**config.mk**
```make
export PLATFORM = sky130hd
export DESIGN_NAME = vdp2_vram_write_drain_flat
export DESIGN_NICKNAME = d
export VERILOG_FILES = /design/src/rtl/vdp2_vram_write_drain_if.sv /design/src/rtl/vdp2_vram_write_drain.sv /design/src/flat_wrapper.sv
export SDC_FILE = /design/constraint.sdc
export NUM_CORES = 1
export LEC_CHECK = 0
export BUFFER_PORTS_ARGS = -buffer_cell sky130_fd_sc_hd__buf_4
export CORE_MARGIN = 5
export CORE_UTILIZATION = 40
export DETAILED_ROUTE_END_ITERATION = 12
export PLACE_DENSITY = 0.75
export SLEW_MARGIN = 20
export SYNTH_ARGS = -nofsm -noshare
export SYNTH_HDL_FRONTEND = slang
export SYNTH_SLANG_ARGS = --single-unit
export TNS_END_PERCENT = 1
```
**constraint.sdc**
```tcl
create_clock -name clk_i -period 1.8 [get_ports clk_i]
set_input_delay 0.18 -clock clk_i [delete_from_list [all_inputs] [get_ports clk_i]]
set_output_delay 0.18 -clock clk_i [all_outputs]
set_load 0.01 [all_outputs]
```
**src/rtl/vdp2_vram_write_drain_if.sv**
```systemverilog
// ---------------------------------------------------------------------------
// vdp2_vram_write_drain_if
// Bundles the write-FIFO head, per-bank slot grants and the VRAM write
// request/acknowledge bus seen by the VDP2 CPU write drain.
//   master : the drain itself (pops the FIFO, drives the VRAM write request)
//   slave  : the surrounding FIFO / arbiter / VRAM controller side
// ---------------------------------------------------------------------------
interface vdp2_vram_write_drain_if;
  logic [35:0] fifo_q;      // {be_hi, be_lo, bank[1:0], addr[15:0], data[15:0]}
  logic        fifo_empty;
  logic        fifo_rdreq;
  logic [3:0]  slot_free;   // bit i = CPU slot granted on bank i this cycle
  logic [1:0]  bank_split;  // [0] VRAM-A split, [1] VRAM-B split
  logic        vram_req;
  logic [17:0] vram_a;      // {bank, word address}
  logic [15:0] vram_d;
  logic [1:0]  vram_we;
  logic        vram_ack;
  logic        busy;
  logic        err;

  modport master (
    input  fifo_q, fifo_empty, slot_free, bank_split, vram_ack,
    output fifo_rdreq, vram_req, vram_a, vram_d, vram_we, busy, err
  );

  modport slave (
    output fifo_q, fifo_empty, slot_free, bank_split, vram_ack,
    input  fifo_rdreq, vram_req, vram_a, vram_d, vram_we, busy, err
  );
endinterface

```
**src/rtl/vdp2_vram_write_drain.sv**
```systemverilog
// ---------------------------------------------------------------------------
// vdp2_vram_write_drain
// Drain side of the VDP2 CPU write FIFO. Pops one entry at a time into a
// holding register, waits for a CPU slot on the target VRAM bank and issues
// the write with a req/ack handshake. Writes leave in FIFO order.
//
// Optional feature macro: VDP2_DRAIN_WDT_EN
//   defined   : an ISSUE-state watchdog abandons a write that is not
//               acknowledged within WDT_CYCLES cycles and sets sticky ERR.
//   undefined : ISSUE waits indefinitely for VRAM_ACK, ERR is tied low.
// ---------------------------------------------------------------------------
module vdp2_vram_write_drain #(
  parameter int unsigned WDT_CYCLES = 255
) (
  input  logic                          clk_i,
  input  logic                          rst_n_i,
  vdp2_vram_write_drain_if.master       bus
);

  // The watchdog counter is 8 bits wide; reject unusable limits at build time.
  if ((WDT_CYCLES < 1) || (WDT_CYCLES > 255)) begin : g_wdt_range_bad
    $error("vdp2_vram_write_drain: WDT_CYCLES must be in 1..255");
  end

  typedef enum logic [1:0] {
    ST_IDLE      = 2'd0,
    ST_WAIT_SLOT = 2'd1,
    ST_ISSUE     = 2'd2
  } state_e;

  // Effective CPU-slot grant for a bank: an unsplit VRAM half answers to the
  // slot bit of its first sub-bank, a split half to its own bit.
  function automatic logic slot_grant(input logic [1:0] bank,
                                      input logic [1:0] split,
                                      input logic [3:0] free);
    logic grant;
    grant = 1'b0;
    case (bank[1])
      1'b0:    grant = split[0] ? free[bank] : free[0];
      1'b1:    grant = split[1] ? free[bank] : free[2];
      default: grant = 1'b0;
    endcase
    return grant;
  endfunction

  state_e      state_q, state_d;
  logic        rdreq_q, rdreq_d;
  logic        req_q,   req_d;
  logic [17:0] hold_a_q, hold_a_d;
  logic [15:0] hold_d_q, hold_d_d;
  logic [1:0]  hold_we_q, hold_we_d;

  logic        can_latch_s;
  logic        latch_en_s;
  logic        entry_be_zero_s;
  logic        grant_s;

`ifdef VDP2_DRAIN_WDT_EN
  localparam logic [7:0] WDT_LIMIT = 8'(WDT_CYCLES);
  logic [7:0]  wdt_q, wdt_d;
  logic        err_q, err_d;
`endif

  // The FIFO head only advances on the edge after a pop, so a pop in flight
  // blocks the next latch.
  assign can_latch_s     = ~bus.fifo_empty & ~rdreq_q;
  assign entry_be_zero_s = (bus.fifo_q[35:34] == 2'b00);
  assign grant_s         = slot_grant(hold_a_q[17:16], bus.bank_split, bus.slot_free);

  // Next-state, pop strobe, request and holding-register control.
  always_comb begin
    state_d    = state_q;
    rdreq_d    = 1'b0;
    req_d      = req_q;
    latch_en_s = 1'b0;
`ifdef VDP2_DRAIN_WDT_EN
    wdt_d      = wdt_q;
    err_d      = err_q;
`endif

    case (state_q)
      ST_IDLE: begin
        req_d = 1'b0;
        if (can_latch_s) begin
          latch_en_s = 1'b1;
          rdreq_d    = 1'b1;
          // Entries with no byte enabled are popped and dropped here.
          state_d    = entry_be_zero_s ? ST_IDLE : ST_WAIT_SLOT;
        end else begin
          state_d    = ST_IDLE;
        end
      end

      ST_WAIT_SLOT: begin
        if (grant_s) begin
          state_d = ST_ISSUE;
          req_d   = 1'b1;
`ifdef VDP2_DRAIN_WDT_EN
          wdt_d   = 8'd0;
`endif
        end else begin
          state_d = ST_WAIT_SLOT;
        end
      end

      ST_ISSUE: begin
        if (bus.vram_ack) begin
          req_d = 1'b0;
          // Back-to-back: pick up the next entry in the acknowledge cycle.
          if (can_latch_s) begin
            latch_en_s = 1'b1;
            rdreq_d    = 1'b1;
            state_d    = entry_be_zero_s ? ST_IDLE : ST_WAIT_SLOT;
          end else begin
            state_d    = ST_IDLE;
          end
        end else begin
`ifdef VDP2_DRAIN_WDT_EN
          wdt_d = wdt_q + 8'd1;
          if ((wdt_q + 8'd1) == WDT_LIMIT) begin
            // Controller never answered: abandon this write and flag it.
            req_d   = 1'b0;
            err_d   = 1'b1;
            state_d = ST_IDLE;
          end else begin
            state_d = ST_ISSUE;
          end
`else
          state_d = ST_ISSUE;
`endif
        end
      end

      default: begin
        state_d = ST_IDLE;
        req_d   = 1'b0;
      end
    endcase
  end

  // Holding register load from the FIFO head.
  always_comb begin
    hold_a_d  = hold_a_q;
    hold_d_d  = hold_d_q;
    hold_we_d = hold_we_q;
    if (latch_en_s) begin
      hold_we_d = bus.fifo_q[35:34];
      hold_a_d  = bus.fifo_q[33:16];
      hold_d_d  = bus.fifo_q[15:0];
    end else begin
      hold_we_d = hold_we_q;
    end
  end

  // State and output registers; synchronous active-low reset drops any held write.
  always_ff @(posedge clk_i) begin
    if (!rst_n_i) begin
      state_q   <= ST_IDLE;
      rdreq_q   <= 1'b0;
      req_q     <= 1'b0;
      hold_a_q  <= 18'd0;
      hold_d_q  <= 16'd0;
      hold_we_q <= 2'd0;
    end else begin
      state_q   <= state_d;
      rdreq_q   <= rdreq_d;
      req_q     <= req_d;
      hold_a_q  <= hold_a_d;
      hold_d_q  <= hold_d_d;
      hold_we_q <= hold_we_d;
    end
  end

`ifdef VDP2_DRAIN_WDT_EN
  // Watchdog counter and sticky timeout flag.
  always_ff @(posedge clk_i) begin
    if (!rst_n_i) begin
      wdt_q <= 8'd0;
      err_q <= 1'b0;
    end else begin
      wdt_q <= wdt_d;
      err_q <= err_d;
    end
  end

  assign bus.err = err_q;
`else
  assign bus.err = 1'b0;
`endif

  assign bus.fifo_rdreq = rdreq_q;
  assign bus.vram_req   = req_q;
  assign bus.vram_a     = hold_a_q;
  assign bus.vram_d     = hold_d_q;
  assign bus.vram_we    = hold_we_q;
  // Reads are held off while anything is queued, held or in flight.
  assign bus.busy       = ~bus.fifo_empty | (state_q != ST_IDLE) | rdreq_q;

endmodule

```
**src/flat_wrapper.sv**
```systemverilog
// flat-port wrapper written by rule: the top's interface ports become plain ports
module vdp2_vram_write_drain_flat 
#(
  parameter int unsigned WDT_CYCLES = 255
)
  (clk_i, rst_n_i, bus_fifo_q, bus_fifo_empty, bus_slot_free, bus_bank_split, bus_vram_ack, bus_fifo_rdreq, bus_vram_req, bus_vram_a, bus_vram_d, bus_vram_we, bus_busy, bus_err);
  vdp2_vram_write_drain_if bus_i ();
  input  logic clk_i;
  input  logic rst_n_i;
  input wire logic [$bits(bus_i.fifo_q)-1:0] bus_fifo_q;
  input wire logic [$bits(bus_i.fifo_empty)-1:0] bus_fifo_empty;
  input wire logic [$bits(bus_i.slot_free)-1:0] bus_slot_free;
  input wire logic [$bits(bus_i.bank_split)-1:0] bus_bank_split;
  input wire logic [$bits(bus_i.vram_ack)-1:0] bus_vram_ack;
  output wire logic [$bits(bus_i.fifo_rdreq)-1:0] bus_fifo_rdreq;
  output wire logic [$bits(bus_i.vram_req)-1:0] bus_vram_req;
  output wire logic [$bits(bus_i.vram_a)-1:0] bus_vram_a;
  output wire logic [$bits(bus_i.vram_d)-1:0] bus_vram_d;
  output wire logic [$bits(bus_i.vram_we)-1:0] bus_vram_we;
  output wire logic [$bits(bus_i.busy)-1:0] bus_busy;
  output wire logic [$bits(bus_i.err)-1:0] bus_err;
  assign bus_i.fifo_q = bus_fifo_q;
  assign bus_i.fifo_empty = bus_fifo_empty;
  assign bus_i.slot_free = bus_slot_free;
  assign bus_i.bank_split = bus_bank_split;
  assign bus_i.vram_ack = bus_vram_ack;
  assign bus_fifo_rdreq = bus_i.fifo_rdreq;
  assign bus_vram_req = bus_i.vram_req;
  assign bus_vram_a = bus_i.vram_a;
  assign bus_vram_d = bus_i.vram_d;
  assign bus_vram_we = bus_i.vram_we;
  assign bus_busy = bus_i.busy;
  assign bus_err = bus_i.err;
  vdp2_vram_write_drain #(.WDT_CYCLES(WDT_CYCLES)) u_core (.clk_i(clk_i), .rst_n_i(rst_n_i), .bus(bus_i));
endmodule
```
==> run summary, run 1 <==
The largest clock skew in the final design came out at 0.00901 ns. The startpoint identified for the worst register-to-register timing path is u_core.state_q[1]$_SDFF_PN0_. The number of cells on the worst reg-to-reg path is 5.

The clock tree synthesis step divided the H-tree into 2 levels. The pre-antenna-repair detailed-routing pass consisted of 4 iterations. The number of antenna-violating nets in the routed design came out at 0. The critical-path maximum fanout came out at 6. The clock latency reported for the late side of the worst-skew pair came out at 0.29 ns. The via count of the first global-routing pass came out at 1,384.

The final design instance area without fill came out at 0.00233 mm^2. The wire-length estimate of the detail-placed layout is 2800 um. The most common library cell in the layout ignoring fill and taps is sky130_fd_sc_hd__buf_4. The total routing resource utilization after global routing is 0.147. The final critical delay including setup and external delays is 1.66 ns. The worst-case setup slack after placement came out at 0.374 ns. The min-delay analysis places its worst path in the category input port to flop.

In this run the critical register-to-register path is captured at u_core.bus.vram_a[9]$_SDFFE_PN0P_. The flow ran to the end, and the final reports show no timing, DRC or antenna violations. The part of the cycle the worst path needs is 0.924. The post-CTS setup buffer count is 0.

The remaining global-route overflow is 0. The proportion of synthesized chip area in sequential cells came out at 0.510. The total leakage power is 1.06 nW.

The maximum number of pins on one net before global-route repair is 42. The initial antenna violation count was 0. The final hold slack is 0.131 ns. Yosys attributes the largest share of cell area to sky130_fd_sc_hd__dfxtp_1 51%, sky130_fd_sc_hd__nand2_1 18%, sky130_fd_sc_hd__a21boi_1 14%. The share of post-route cells with drive strength above 1 is 0.372. The TritonCTS clock tree is yes. Clock tree synthesis found a total of 40 sinks. Power spread over the standard cell area amounts to 903 mW/mm^2. The final net count is 311. The width of the die came out at 72.6 um. The detailed router's first-iteration violation count is 64. The routed wirelength normalized by instance count came out at 12.0 um. The layout overhead on the synthesized area came out at 48.3%. The total count of hold-check failures in the final report came out at 0. The count of mapped cells out of synthesis is 183.

The final setup slack of the worst path is 0.138 ns. The sum of negative setup slack is 0 ns. The cell count of the worst hold path is 3.

The maximum clock frequency came out at 0.602 GHz. The weighted congestion at the end of routability-driven global placement is 0.712. The clock root buffer master is sky130_fd_sc_hd__clkbuf_8. The overall power consumption is 2.10 mW. The aggregate routed wire length is 3770 um. The floorplan step defined a die boundary enclosing 0.00528 mm^2. The share of synthesized area in the top cell type comes to 0.510. Once placement finished, the instance area stood at 0.00222 mm^2. The number of unique standard cell types used by synthesis is 23.

The number of hold buffers added after cts is 0. The count of buffers added on input and output ports is 84. The max-cap violation count came out at 0.

0 antenna diodes ended up in the layout. In this run the mean area of a mapped cell was 8.57 um^2. The worst setup path is of the flop to primary output kind. The synthesized flop and latch total is 40. The post-synth design cell area came out at 0.00157 mm^2. The minimum setup slack among reg-to-reg paths came out at 0.35 ns. STA classifies the critical path endpoint as a primary output. The total clock buffers created by CTS is 5.

Including well taps, the total number of placed cells is 306. The critical path startpoint category is a flop. Setup violations remaining at the end of the flow were counted as 0.

In this run the most critical hold path is launched from bus_fifo_q[33]. The count of cells in the finished layout, fillers not included, comes to 314. The net count after synthesis came out at 229. The layout filler cell count is 361.

The floorplan has 22 rows. Setup repair after global routing left no endpoint under its margin. In this run the vertical extent of the chip is 72.6 um. The detail-routed via count per cell is 4.70. The buffer depth of the longest clock path came out at 2.

The data required time at the worst endpoint is 1.62 ns. The post-route core utilization came out at 0.622. Of all cell types, the one taking the most synthesized area is sky130_fd_sc_hd__dfxtp_1. The placeable core area came out at 0.00374 mm^2. The clock transition time at the flip-flop clock pins of the worst setup and hold paths is 0.08 ns. For hold timing, the worst endpoint is u_core.bus.vram_a[17]$_SDFFE_PN0P_. The count of pins on the block boundary came out at 86. In the layout the commonest cells are 88 x sky130_fd_sc_hd__buf_4, 76 x sky130_fd_sc_hd__nand2_1, 40 x sky130_fd_sc_hd__dfxtp_1. The global-route wire length before repair is 6080 um. After detailed routing, the number of remaining DRC violations is 0.

The number of vias in the routed layout is 1,476. The post-cts sizing count came out at 0. The maximum resistive drop on vdd is 753 uV. The arrival time of the worst setup path is 1.48 ns. For this configuration, the core starts out at a cell density of 0.419. The most critical setup path has its startpoint at u_core.state_q[1]$_SDFF_PN0_. For this run, the number of Yosys warnings is 0.

The number of max-slew violations in the final report is 0.
[power by group]
part	switching [mW]	total (mW)	internal (mW)
registers	0.0398	0.990	0.950
logic	0.184	0.396	0.213
clock network	0.305	0.715	0.410
total	0.529	2.10	1.57
[worst max-delay path by stage]
stage,end,depth (start not counted)
after global routing,bus_busy,2
after floorplan,u_core.bus.vram_a[17]$_SDFFE_PN0P_,6
after detailed placement,u_core.bus.vram_a[6]$_SDFFE_PN0P_,5
after global placement,u_core.bus.vram_a[8]$_SDFFE_PN0P_,5
final,bus_busy,2
after CTS,bus_busy,2
[metal layers]
layer	track usage	vias up	wire length [um]
met5	0	-	0
met3	0.0758	7	463
li1	-	757	-
met2	0.233	59	1710
met1	0.168	653	1550
met4	0.0553	0	55
[state kept, by name (all words and copies together), names as in the netlist]
| register | cells |
|---|---|
| u_core.bus.vram_req | 1 |
| u_core.bus.vram_a | 18 |
| u_core.bus.vram_d | 16 |
| u_core.bus.fifo_rdreq | 1 |
| u_core.state_q | 2 |
| u_core.bus.vram_we | 2 |
[cell usage after synthesis]
| library cell | number |
|---|---|
| sky130_fd_sc_hd__a21boi_1 | 30 |
| sky130_fd_sc_hd__clkbuf_1 | 5 |
| sky130_fd_sc_hd__mux2i_1 | 1 |
| sky130_fd_sc_hd__o21ai_0 | 1 |
| sky130_fd_sc_hd__nand2_1 | 76 |
| sky130_fd_sc_hd__and2_1 | 1 |
| sky130_fd_sc_hd__a21boi_0 | 7 |
| sky130_fd_sc_hd__buf_6 | 3 |
| sky130_fd_sc_hd__dfxtp_1 | 40 |
| sky130_fd_sc_hd__or4_1 | 1 |
| sky130_fd_sc_hd__buf_2 | 3 |
| sky130_fd_sc_hd__or4b_2 | 1 |
| sky130_fd_sc_hd__a311oi_1 | 1 |
| sky130_fd_sc_hd__a31o_2 | 1 |
| sky130_fd_sc_hd__nor2_1 | 1 |
| sky130_fd_sc_hd__buf_4 | 2 |
| sky130_fd_sc_hd__nor4_2 | 1 |
| sky130_fd_sc_hd__a21oi_1 | 2 |
| sky130_fd_sc_hd__nor2b_1 | 2 |
| sky130_fd_sc_hd__o21bai_1 | 1 |
| sky130_fd_sc_hd__a211oi_1 | 1 |
| sky130_fd_sc_hd__o2111ai_1 | 1 |
| sky130_fd_sc_hd__conb_1 | 1 |
[area by class of cell]
type / instances / area (um^2) / area share
Sequential cell: 40 / 801 / 0.344
Multi-Input combinational cell: 130 / 694 / 0.298
Timing Repair Buffer: 88 / 661 / 0.284
Clock buffer: 5 / 68.8 / 0.0296
Tap cell: 48 / 60.1 / 0.0258
Clock inverter: 3 / 42.5 / 0.0183
[cell families after synthesis]
group	after synthesis	share of synthesized area
buf+inv	13	0.0526
mux	1	0.00638
other cells	1	0.00239
simple gates	83	0.215
flops	40	0.510
compound gates	45	0.213
[worst max-delay path: stages (launching register included)]
cell and delay [ns]:
sky130_fd_sc_hd__dfxtp_1 0.36, sky130_fd_sc_hd__or4b_2 0.67, sky130_fd_sc_hd__buf_4 0.16
No activity file was read; power rests on OpenSTA's default activity.
==> run 2, diff against run 1 <==
--- a/config.mk
+++ b/config.mk
@@ -5,6 +5,7 @@
 export SDC_FILE = /design/constraint.sdc
 export NUM_CORES = 1
 export LEC_CHECK = 0
+export ABC_AREA = 1
 export BUFFER_PORTS_ARGS = -buffer_cell sky130_fd_sc_hd__buf_4
 export CORE_MARGIN = 5
 export CORE_UTILIZATION = 40
==> constraint.sdc (replaced) <==
create_clock -name clk_i -period 1.8 [get_ports clk_i]
set_input_delay 0.18 -clock clk_i [delete_from_list [all_inputs] [get_ports clk_i]]
set_output_delay 0.18 -clock clk_i [all_outputs]
set_load 0.1 [all_outputs]
==> run summary, run 2 <==
Status: complete, no violations (unchanged). The post-route DRC violation count is 0 (unchanged). The placeable core area came to 0.00391 mm^2 (was 0.00374 mm^2). The first-pass iteration count of the detailed router came out at 4 (unchanged). The final cell count without fillers came out at 325 (was 314). The mean instance size in the synthesized netlist came out at 8.23 um^2 (was 8.57 um^2). The most instantiated library cell after synthesis is sky130_fd_sc_hd__nand2_1 (unchanged).

The post-synth design cell area was 0.00159 mm^2 (was 0.00157 mm^2). The class of the tightest hold or removal check is input port to flop (unchanged). The clock net sink count came out at 40 (unchanged). The layout filler cell count is 391 (was 361). Top cells by instance count after synthesis: 67 x sky130_fd_sc_hd__nand2_1, 40 x sky130_fd_sc_hd__dfxtp_1, 29 x sky130_fd_sc_hd__a21oi_1 (was 76 x sky130_fd_sc_hd__nand2_1, 40 x sky130_fd_sc_hd__dfxtp_1, 30 x sky130_fd_sc_hd__a21boi_1).

The detail-routed via count per cell is 4.58 (was 4.70). The max-cap violation count is 0 (unchanged). The area used by sequential logic in the layout is 801 um^2 (unchanged).

The maximum resistive drop on vdd came out at 479 uV (was 753 uV). The synthesized flop and latch total is 40 (unchanged). The total routing resource utilization after global routing came out at 0.153 (was 0.147).

The arrival time of the worst setup path came out at 1.68 ns (was 1.48 ns). The detailed router's first-iteration violation count came out at 73 (was 64). The TritonCTS clock tree is yes (unchanged). The H-tree depth came out at 2 (unchanged).

The buffer depth of the longest clock path is 2 (unchanged). The weighted congestion at the end of routability-driven global placement came out at 0.685 (was 0.712). The remaining global-route overflow came out at 0 (unchanged).

The warning count from the yosys run came out at 0 (unchanged). The post-placement cell count is 317 (was 306). The type of the worst setup path is flop to flop (was flop to primary output). The width of the die is 73.0 um (was 72.6 um).

The worst path buffer plus inverter count came out at 1 (unchanged). The share of post-route cells with drive strength above 1 is 0.440 (was 0.372). The detailed-placement wirelength estimate is 2930 um (was 2800 um).

The worst-case setup slack after placement was 0.323 ns (was 0.374 ns). The net count after synthesis is 239 (was 229). The aggregate routed wire length came to 3950 um (was 3770 um).

The global-route wire length before repair is 6450 um (was 6080 um). The final net count is 320 (was 311). The die area came out at 0.00533 mm^2 (was 0.00528 mm^2). The number of hold buffers added after cts came out at 0 (unchanged).

The number of antenna-violating nets in the routed design came to 0 (unchanged). The data required time at the worst endpoint came out at 2.01 ns (was 1.62 ns). The power per unit of standard cell area is 1060 mW/mm^2 (was 903 mW/mm^2).

Sequence of cells on the critical path: nor2_2 -> nand3_4 -> inv_4 -> o21ai_0 -> a21oi_1 (was or4b_2 -> buf_4). The count of pins on the block boundary is 86 (unchanged). The largest clock skew in the final design is 0.00951 ns (was 0.00901 ns).

The layout overhead on the synthesized area came out at 44.6% (was 48.3%). Setup repair after global routing missed its margin: false (unchanged). The footprint of the multi-input gates came out at 651 um^2 (was 694 um^2). The top cell type's share of synthesized area came to 0.504 (was 0.510). The most common library cell in the layout ignoring fill and taps is sky130_fd_sc_hd__buf_4 (unchanged). The critical path's top delay family is simple AND/OR/NAND/NOR gates (unchanged). The maximum clock frequency is 0.682 GHz (was 0.602 GHz).

The part of the cycle the worst path needs came out at 0.814 (was 0.924). The final setup slack of the worst path is 0.334 ns (was 0.138 ns). The count of mapped cells out of synthesis is 193 (was 183). The clock transition time at the flip-flop clock pins of the worst setup and hold paths was 0.08 ns (about the same). The number of flops mapped to enable cells by yosys came out at 0 (unchanged). The number of max-slew violations in the final report came to 0 (unchanged). The number of unique standard cell types used by synthesis is 20 (was 23). The routed wirelength normalized by instance count came out at 12.2 um (was 12.0 um). The via count of the first global-routing pass was 1,480 (was 1,384). The post-cts sizing count came out at 0 (unchanged). The share of async-settable or async-resettable flops after synthesis is 0 (unchanged). The total leakage power came out at 1.04 nW (was 1.06 nW). The top flip-flop cell by instance count after synthesis was sky130_fd_sc_hd__dfxtp_1 (unchanged). The critical-path maximum fanout is 36 (was 6).

Top post-synthesis cells by area: sky130_fd_sc_hd__dfxtp_1 50%, sky130_fd_sc_hd__nand2_1 16%, sky130_fd_sc_hd__a21oi_1 9.1% (was sky130_fd_sc_hd__dfxtp_1 51%, sky130_fd_sc_hd__nand2_1 18%, sky130_fd_sc_hd__a21boi_1 14%). The total of endpoints with negative setup slack in the final report came out at 0 (unchanged). The initial antenna violation count came to 0 (unchanged). The clock latency reported for the late side of the worst-skew pair came out at 0.29 ns (about the same). The master of the slowest instance on the critical path is sky130_fd_sc_hd__inv_4 (was sky130_fd_sc_hd__or4b_2). Commonest cells after routing, fill and taps aside: 85 x sky130_fd_sc_hd__buf_4, 67 x sky130_fd_sc_hd__nand2_1, 40 x sky130_fd_sc_hd__dfxtp_1 (was 88 x sky130_fd_sc_hd__buf_4, 76 x sky130_fd_sc_hd__nand2_1, 40 x sky130_fd_sc_hd__dfxtp_1). The sum of negative setup slack is 0 ns (unchanged).

The dominant cell type by area after synthesis is sky130_fd_sc_hd__dfxtp_1 (unchanged). The critical path startpoint category is a flop (unchanged). The total count of hold-check failures in the final report is 0 (unchanged).

The total clock buffers created by CTS is 5 (unchanged). The number of vias in the routed layout is 1,489 (was 1,476). The delay contributed by the slowest stage of the critical path was 0.36 ns (was 0.67 ns). The clock root buffer master is sky130_fd_sc_hd__clkbuf_8 (unchanged). The proportion of synthesized chip area in sequential cells was 0.504 (was 0.510). The number of antenna repair diodes was 0 (unchanged). The chip height came out at 73.0 um (was 72.6 um). The starting density of the core is 0.406 (was 0.419). The final critical delay including setup and external delays is 1.47 ns (was 1.66 ns).

The nature of the critical path endpoint is a flop (was primary output). The number of flip-flops under the largest register name is 18 (unchanged). The post-CTS setup buffer count came out at 0 (unchanged).

The quantity of I/O buffers inserted on ports came out at 84 (unchanged). The maximum number of pins on one net before global-route repair came out at 37 (was 42). The number of standard-cell rows in the floorplan came out at 23 (was 22).
[run 2: worst register-to-register path: stages (launching register included)]
cell,delay [ns]
sky130_fd_sc_hd__dfxtp_1,0.33
sky130_fd_sc_hd__nor2_2,0.13
sky130_fd_sc_hd__nand3_4,0.26
sky130_fd_sc_hd__inv_4,0.37
sky130_fd_sc_hd__o21ai_0,0.14
sky130_fd_sc_hd__a21oi_1,0.16
[run 2: where the power goes]
part | internal [mW] | switching (mW) | total (mW)
clock | 0.306 | 0.306 | 0.612
sequential | 0.948 | 0.0387 | 0.986
combinational | 0.204 | 0.629 | 0.833
total | 1.46 | 0.974 | 2.43
[run 2: area by class of cell]
class / count / area share
flip-flops and latches: 40 / 0.349
repair buffers: 86 / 0.286
multi-input cells: 133 / 0.283
clock buffers: 6 / 0.0359
well taps: 50 / 0.0272
inverters: 8 / 0.0142
clock inverters: 2 / 0.00436
[run 2: cells by family (layout without fill, tap and decap cells)]
kind of cell           Yosys count  in the layout  synth area share
AO/OA/AOI/OAI                   43             43             0.161
buffers and inverters           20            102            0.0898
flip-flops                      40             40             0.504
other                            1              1           0.00236
AND/OR/NAND/NOR                 89             89             0.243
[run 2: path summary, 6_finish.rpt]
check | startpoint | slack (ns) | endpoint | depth (start not counted)
max | u_core.bus.fifo_rdreq$_SDFF_PN0_ | 0.33 | u_core.state_q[0]$_SDFF_PN0_ | 5
min | bus_fifo_q[14] | 0.14 | u_core.bus.vram_d[14]$_SDFFE_PN0P_ | 3
max reg2reg | u_core.bus.fifo_rdreq$_SDFF_PN0_ | 0.33 | u_core.state_q[0]$_SDFF_PN0_ | 5
min reg2reg | u_core.bus.vram_req$_SDFFE_PN0P_ | 0.45 | u_core.bus.vram_req$_SDFFE_PN0P_ | 2
[run 2: layer usage]
| layer | wire [um] | vias up | part of all wire | GRT usage |
|---|---|---|---|---|
| li1 | - | 770 | - | - |
| met1 | 1580 | 656 | 0.40 | 0.171 |
| met2 | 1940 | 58 | 0.49 | 0.265 |
| met3 | 403 | 5 | 0.10 | 0.0634 |
| met4 | 31 | 0 | 0.0078 | 0.0430 |
| met5 | 0 | - | 0 | 0 |
[run 2: per-stage QoR]
stage                     hold WS (ns)  power [mW]   util  area [um^2]
final                            0.141        2.43  0.587         2300
after global placement           0.432        1.84  0.563         2200
after floorplan                  0.318        1.66      -         1590
after global routing             0.139        2.54  0.587         2300
after detailed placement         0.442        1.85  0.563         2200
after CTS                        0.134        2.46  0.587         2300
==> run 3, diff against run 2 <==
==> constraint.sdc (replaced) <==
create_clock -name clk_i -period 1.53 [get_ports clk_i]
set_input_delay 0.153 -clock clk_i [delete_from_list [all_inputs] [get_ports clk_i]]
set_output_delay 0.153 -clock clk_i [all_outputs]
set_load 0.1 [all_outputs]
==> run summary, run 3 (synthesized netlist as in run 2, its figures left out) <==
Status: complete, no violations (unchanged). The most common library cell in the layout ignoring fill and taps is sky130_fd_sc_hd__buf_4 (unchanged). The detailed router's first-iteration violation count is 53 (was 73). The aggregate routed wire length is 3790 um (was 3950 um). The power per unit of standard cell area is 1210 mW/mm^2 (was 1060 mW/mm^2). Setup repair after global routing missed its margin: false (unchanged). The maximum resistive drop on vdd was 703 uV (was 479 uV). The initial antenna violation count came to 0 (unchanged).

The remaining global-route overflow came out at 0 (unchanged). The class of the tightest hold or removal check is input port to flop (unchanged). The detail-routed via count per cell came out at 4.53 (was 4.58). The final hold slack was 0.120 ns (was 0.141 ns).

The number of standard-cell rows in the floorplan is 23 (unchanged). The total count of hold-check failures in the final report is 0 (unchanged). The final net count is 322 (was 320).

The logic gate share of total power is 0.354 (was 0.343). The part of the cycle the worst path needs came out at 0.811. The reg-to-reg endpoint is u_core.state_q[0]$_SDFF_PN0_ (unchanged).

The cell count of the worst hold path is 3 (unchanged). The detailed-placement wirelength estimate came out at 2840 um (was 2930 um). The type of the worst setup path is flop to primary output (was flop to flop). The total of endpoints with negative setup slack in the final report is 0 (unchanged). The minimum setup slack among reg-to-reg paths came out at 0.32 ns (was 0.33 ns). The post-cts sizing count came out at 0 (unchanged). The final design instance area without fill was 0.00230 mm^2 (about the same).

The worst-case setup slack after placement came to 0.307 ns (was 0.323 ns). The first-pass iteration count of the detailed router came to 4 (unchanged). The post-CTS setup buffer count is 0 (unchanged). The number of max-slew violations in the final report came out at 0 (unchanged). Commonest cells after routing, fill and taps aside: 87 x sky130_fd_sc_hd__buf_4, 67 x sky130_fd_sc_hd__nand2_1, 39 x sky130_fd_sc_hd__dfxtp_1 (was 85 x sky130_fd_sc_hd__buf_4, 67 x sky130_fd_sc_hd__nand2_1, 40 x sky130_fd_sc_hd__dfxtp_1). The number of antenna repair diodes came out at 0 (unchanged).

The global-route wire length before repair was 5900 um (was 6450 um). The nature of the critical path endpoint is a primary output (was flop). The clock share of power came out at 0.230 (was 0.252). The largest clock skew in the final design is 0.00666 ns (was 0.00951 ns). The number of vias in the routed layout was 1,477 (was 1,489). The number of hold buffers added after cts is 0 (unchanged). The maximum clock frequency came out at 0.806 GHz. The width of the die came out at 73.0 um (unchanged). The placeable core area came out at 0.00391 mm^2 (unchanged). The clock transition time at the flip-flop clock pins of the worst setup and hold paths is 0.08 ns (about the same). The critical path startpoint category is a flop (unchanged). The endpoint of the worst hold-timing path is u_core.bus.vram_d[14]$_SDFFE_PN0P_ (unchanged).

The chip height was 73.0 um (unchanged). The starting density of the core is 0.406 (unchanged). The maximum number of pins on one net before global-route repair came out at 37 (unchanged).

The master of the slowest instance on the critical path is sky130_fd_sc_hd__dfxtp_1 (was sky130_fd_sc_hd__inv_4). The weighted congestion at the end of routability-driven global placement is 0.766 (was 0.685). The buffer depth of the longest clock path came out at 2 (unchanged). The post-route DRC violation count is 0 (unchanged).

The internal power contribution came to 1.67 mW (was 1.46 mW). The worst-case reg-to-reg path depth came to 5 (unchanged). The TritonCTS clock tree was yes (unchanged). The number of flip-flops under the largest register name was 18 (unchanged).

The final setup slack of the worst path was 0.289 ns (was 0.334 ns). The max-cap violation count is 0 (unchanged). The data required time at the worst endpoint is 1.38 ns (was 2.01 ns). The fraction of power spent switching nets came out at 0.401 (was 0.400).

The number of antenna-violating nets in the routed design is 0 (unchanged). The via count of the first global-routing pass came to 1,338 (was 1,480). The arrival time of the worst setup path is 1.09 ns (was 1.68 ns). The quantity of I/O buffers inserted on ports is 84 (unchanged).

The net load switching power is 1.12 mW (was 0.974 mW). The post-place instance area came out at 0.00222 mm^2 (was 0.00220 mm^2). The final critical delay including setup and external delays came out at 1.24 ns. The total leakage power is 1.04 nW (about the same). The part of the total power dissipated in sequential elements is 0.417 (was 0.406). Sequence of cells on the critical path: inv_1 -> nand3_2 -> buf_4 (was nor2_2 -> nand3_4 -> inv_4 -> o21ai_0 -> a21oi_1). The layout overhead on the synthesized area was 44.9% (was 44.6%). The total clock buffers created by CTS came out at 5 (unchanged). The clock latency reported for the late side of the worst-skew pair came out at 0.28 ns (was 0.29 ns). The delay contributed by the slowest stage of the critical path came to 0.39 ns (was 0.36 ns).

The total routing resource utilization after global routing came out at 0.139 (was 0.153). The clock root buffer master is sky130_fd_sc_hd__clkbuf_8 (unchanged). The count of pins on the block boundary came out at 86 (unchanged). The H-tree depth is 2 (unchanged).

The share of post-route cells with drive strength above 1 is 0.446 (was 0.440). The critical-path maximum fanout was 4 (was 36). The die area came out at 0.00533 mm^2 (unchanged). The worst hold path startpoint is bus_fifo_q[14] (unchanged). The clock net sink count came out at 40 (unchanged). The routed wirelength normalized by instance count came to 11.6 um (was 12.2 um). The beginning of the worst register-to-register path is u_core.bus.fifo_rdreq$_SDFF_PN0_ (unchanged). The post-route core utilization came to 0.588 (was 0.587).
run 3: worst max-delay path by stage:
stage | from | endpoint | slack (ns)
6_report | u_core.state_q[1]$_SDFF_PN0_ | bus_busy | 0.29
5_1_grt | u_core.state_q[1]$_SDFF_PN0_ | bus_busy | 0.20
4_1_cts | u_core.state_q[1]$_SDFF_PN0_ | bus_busy | 0.28
3_5_place_dp | u_core.bus.fifo_rdreq$_SDFF_PN0_ | u_core.state_q[0]$_SDFF_PN0_ | 0.31
3_3_place_gp | u_core.bus.fifo_rdreq$_SDFF_PN0_ | u_core.state_q[0]$_SDFF_PN0_ | 0.35
2_1_floorplan | u_core.bus.vram_a[16]$_SDFFE_PN0P_ | u_core.bus.vram_req$_SDFFE_PN0P_ | -0.03
run 3: routing by layer:
layer / track usage / part of all wire / vias up
met5: 0 / 0 / -
met4: 0.0369 / 0.0042 / 0
met3: 0.0634 / 0.10 / 2
met2: 0.231 / 0.47 / 52
met1: 0.160 / 0.42 / 647
li1: - / - / 776
run 3: final cells by class:
class	instances	area (um^2)
Clock buffer	5	68.8
Clock inverter	2	12.5
Fill cell	391	1610
Inverter	8	32.5
Multi-Input combinational cell	133	651
Sequential cell	40	802
Tap cell	50	62.6
Timing Repair Buffer	88	673
run 3: per-stage QoR:
step,TNS (ns),power (mW),cells
floorplan,-0.0930,1.96,193
global placement,0,2.17,319
detailed placement,0,2.18,319
CTS,0,2.82,326
global route,0,2.91,326
finish,0,2.79,326
run 3: critical path: cells and delay by family, from the launching register on:
family,cells,cell delay (ns)
flops,1,0.39
simple gates,1,0.07
buf+inv,2,0.36
run 3: power by group through the flow:
stage	Sequential (mW)	Combinational, mW	Clock, mW
after CTS	1.16	0.993	0.666
after floorplan	1.68	0.273	0
after global routing	1.17	1.03	0.711
final	1.16	0.985	0.640
after global placement	1.18	0.986	0
after detailed placement	1.18	0.993	0
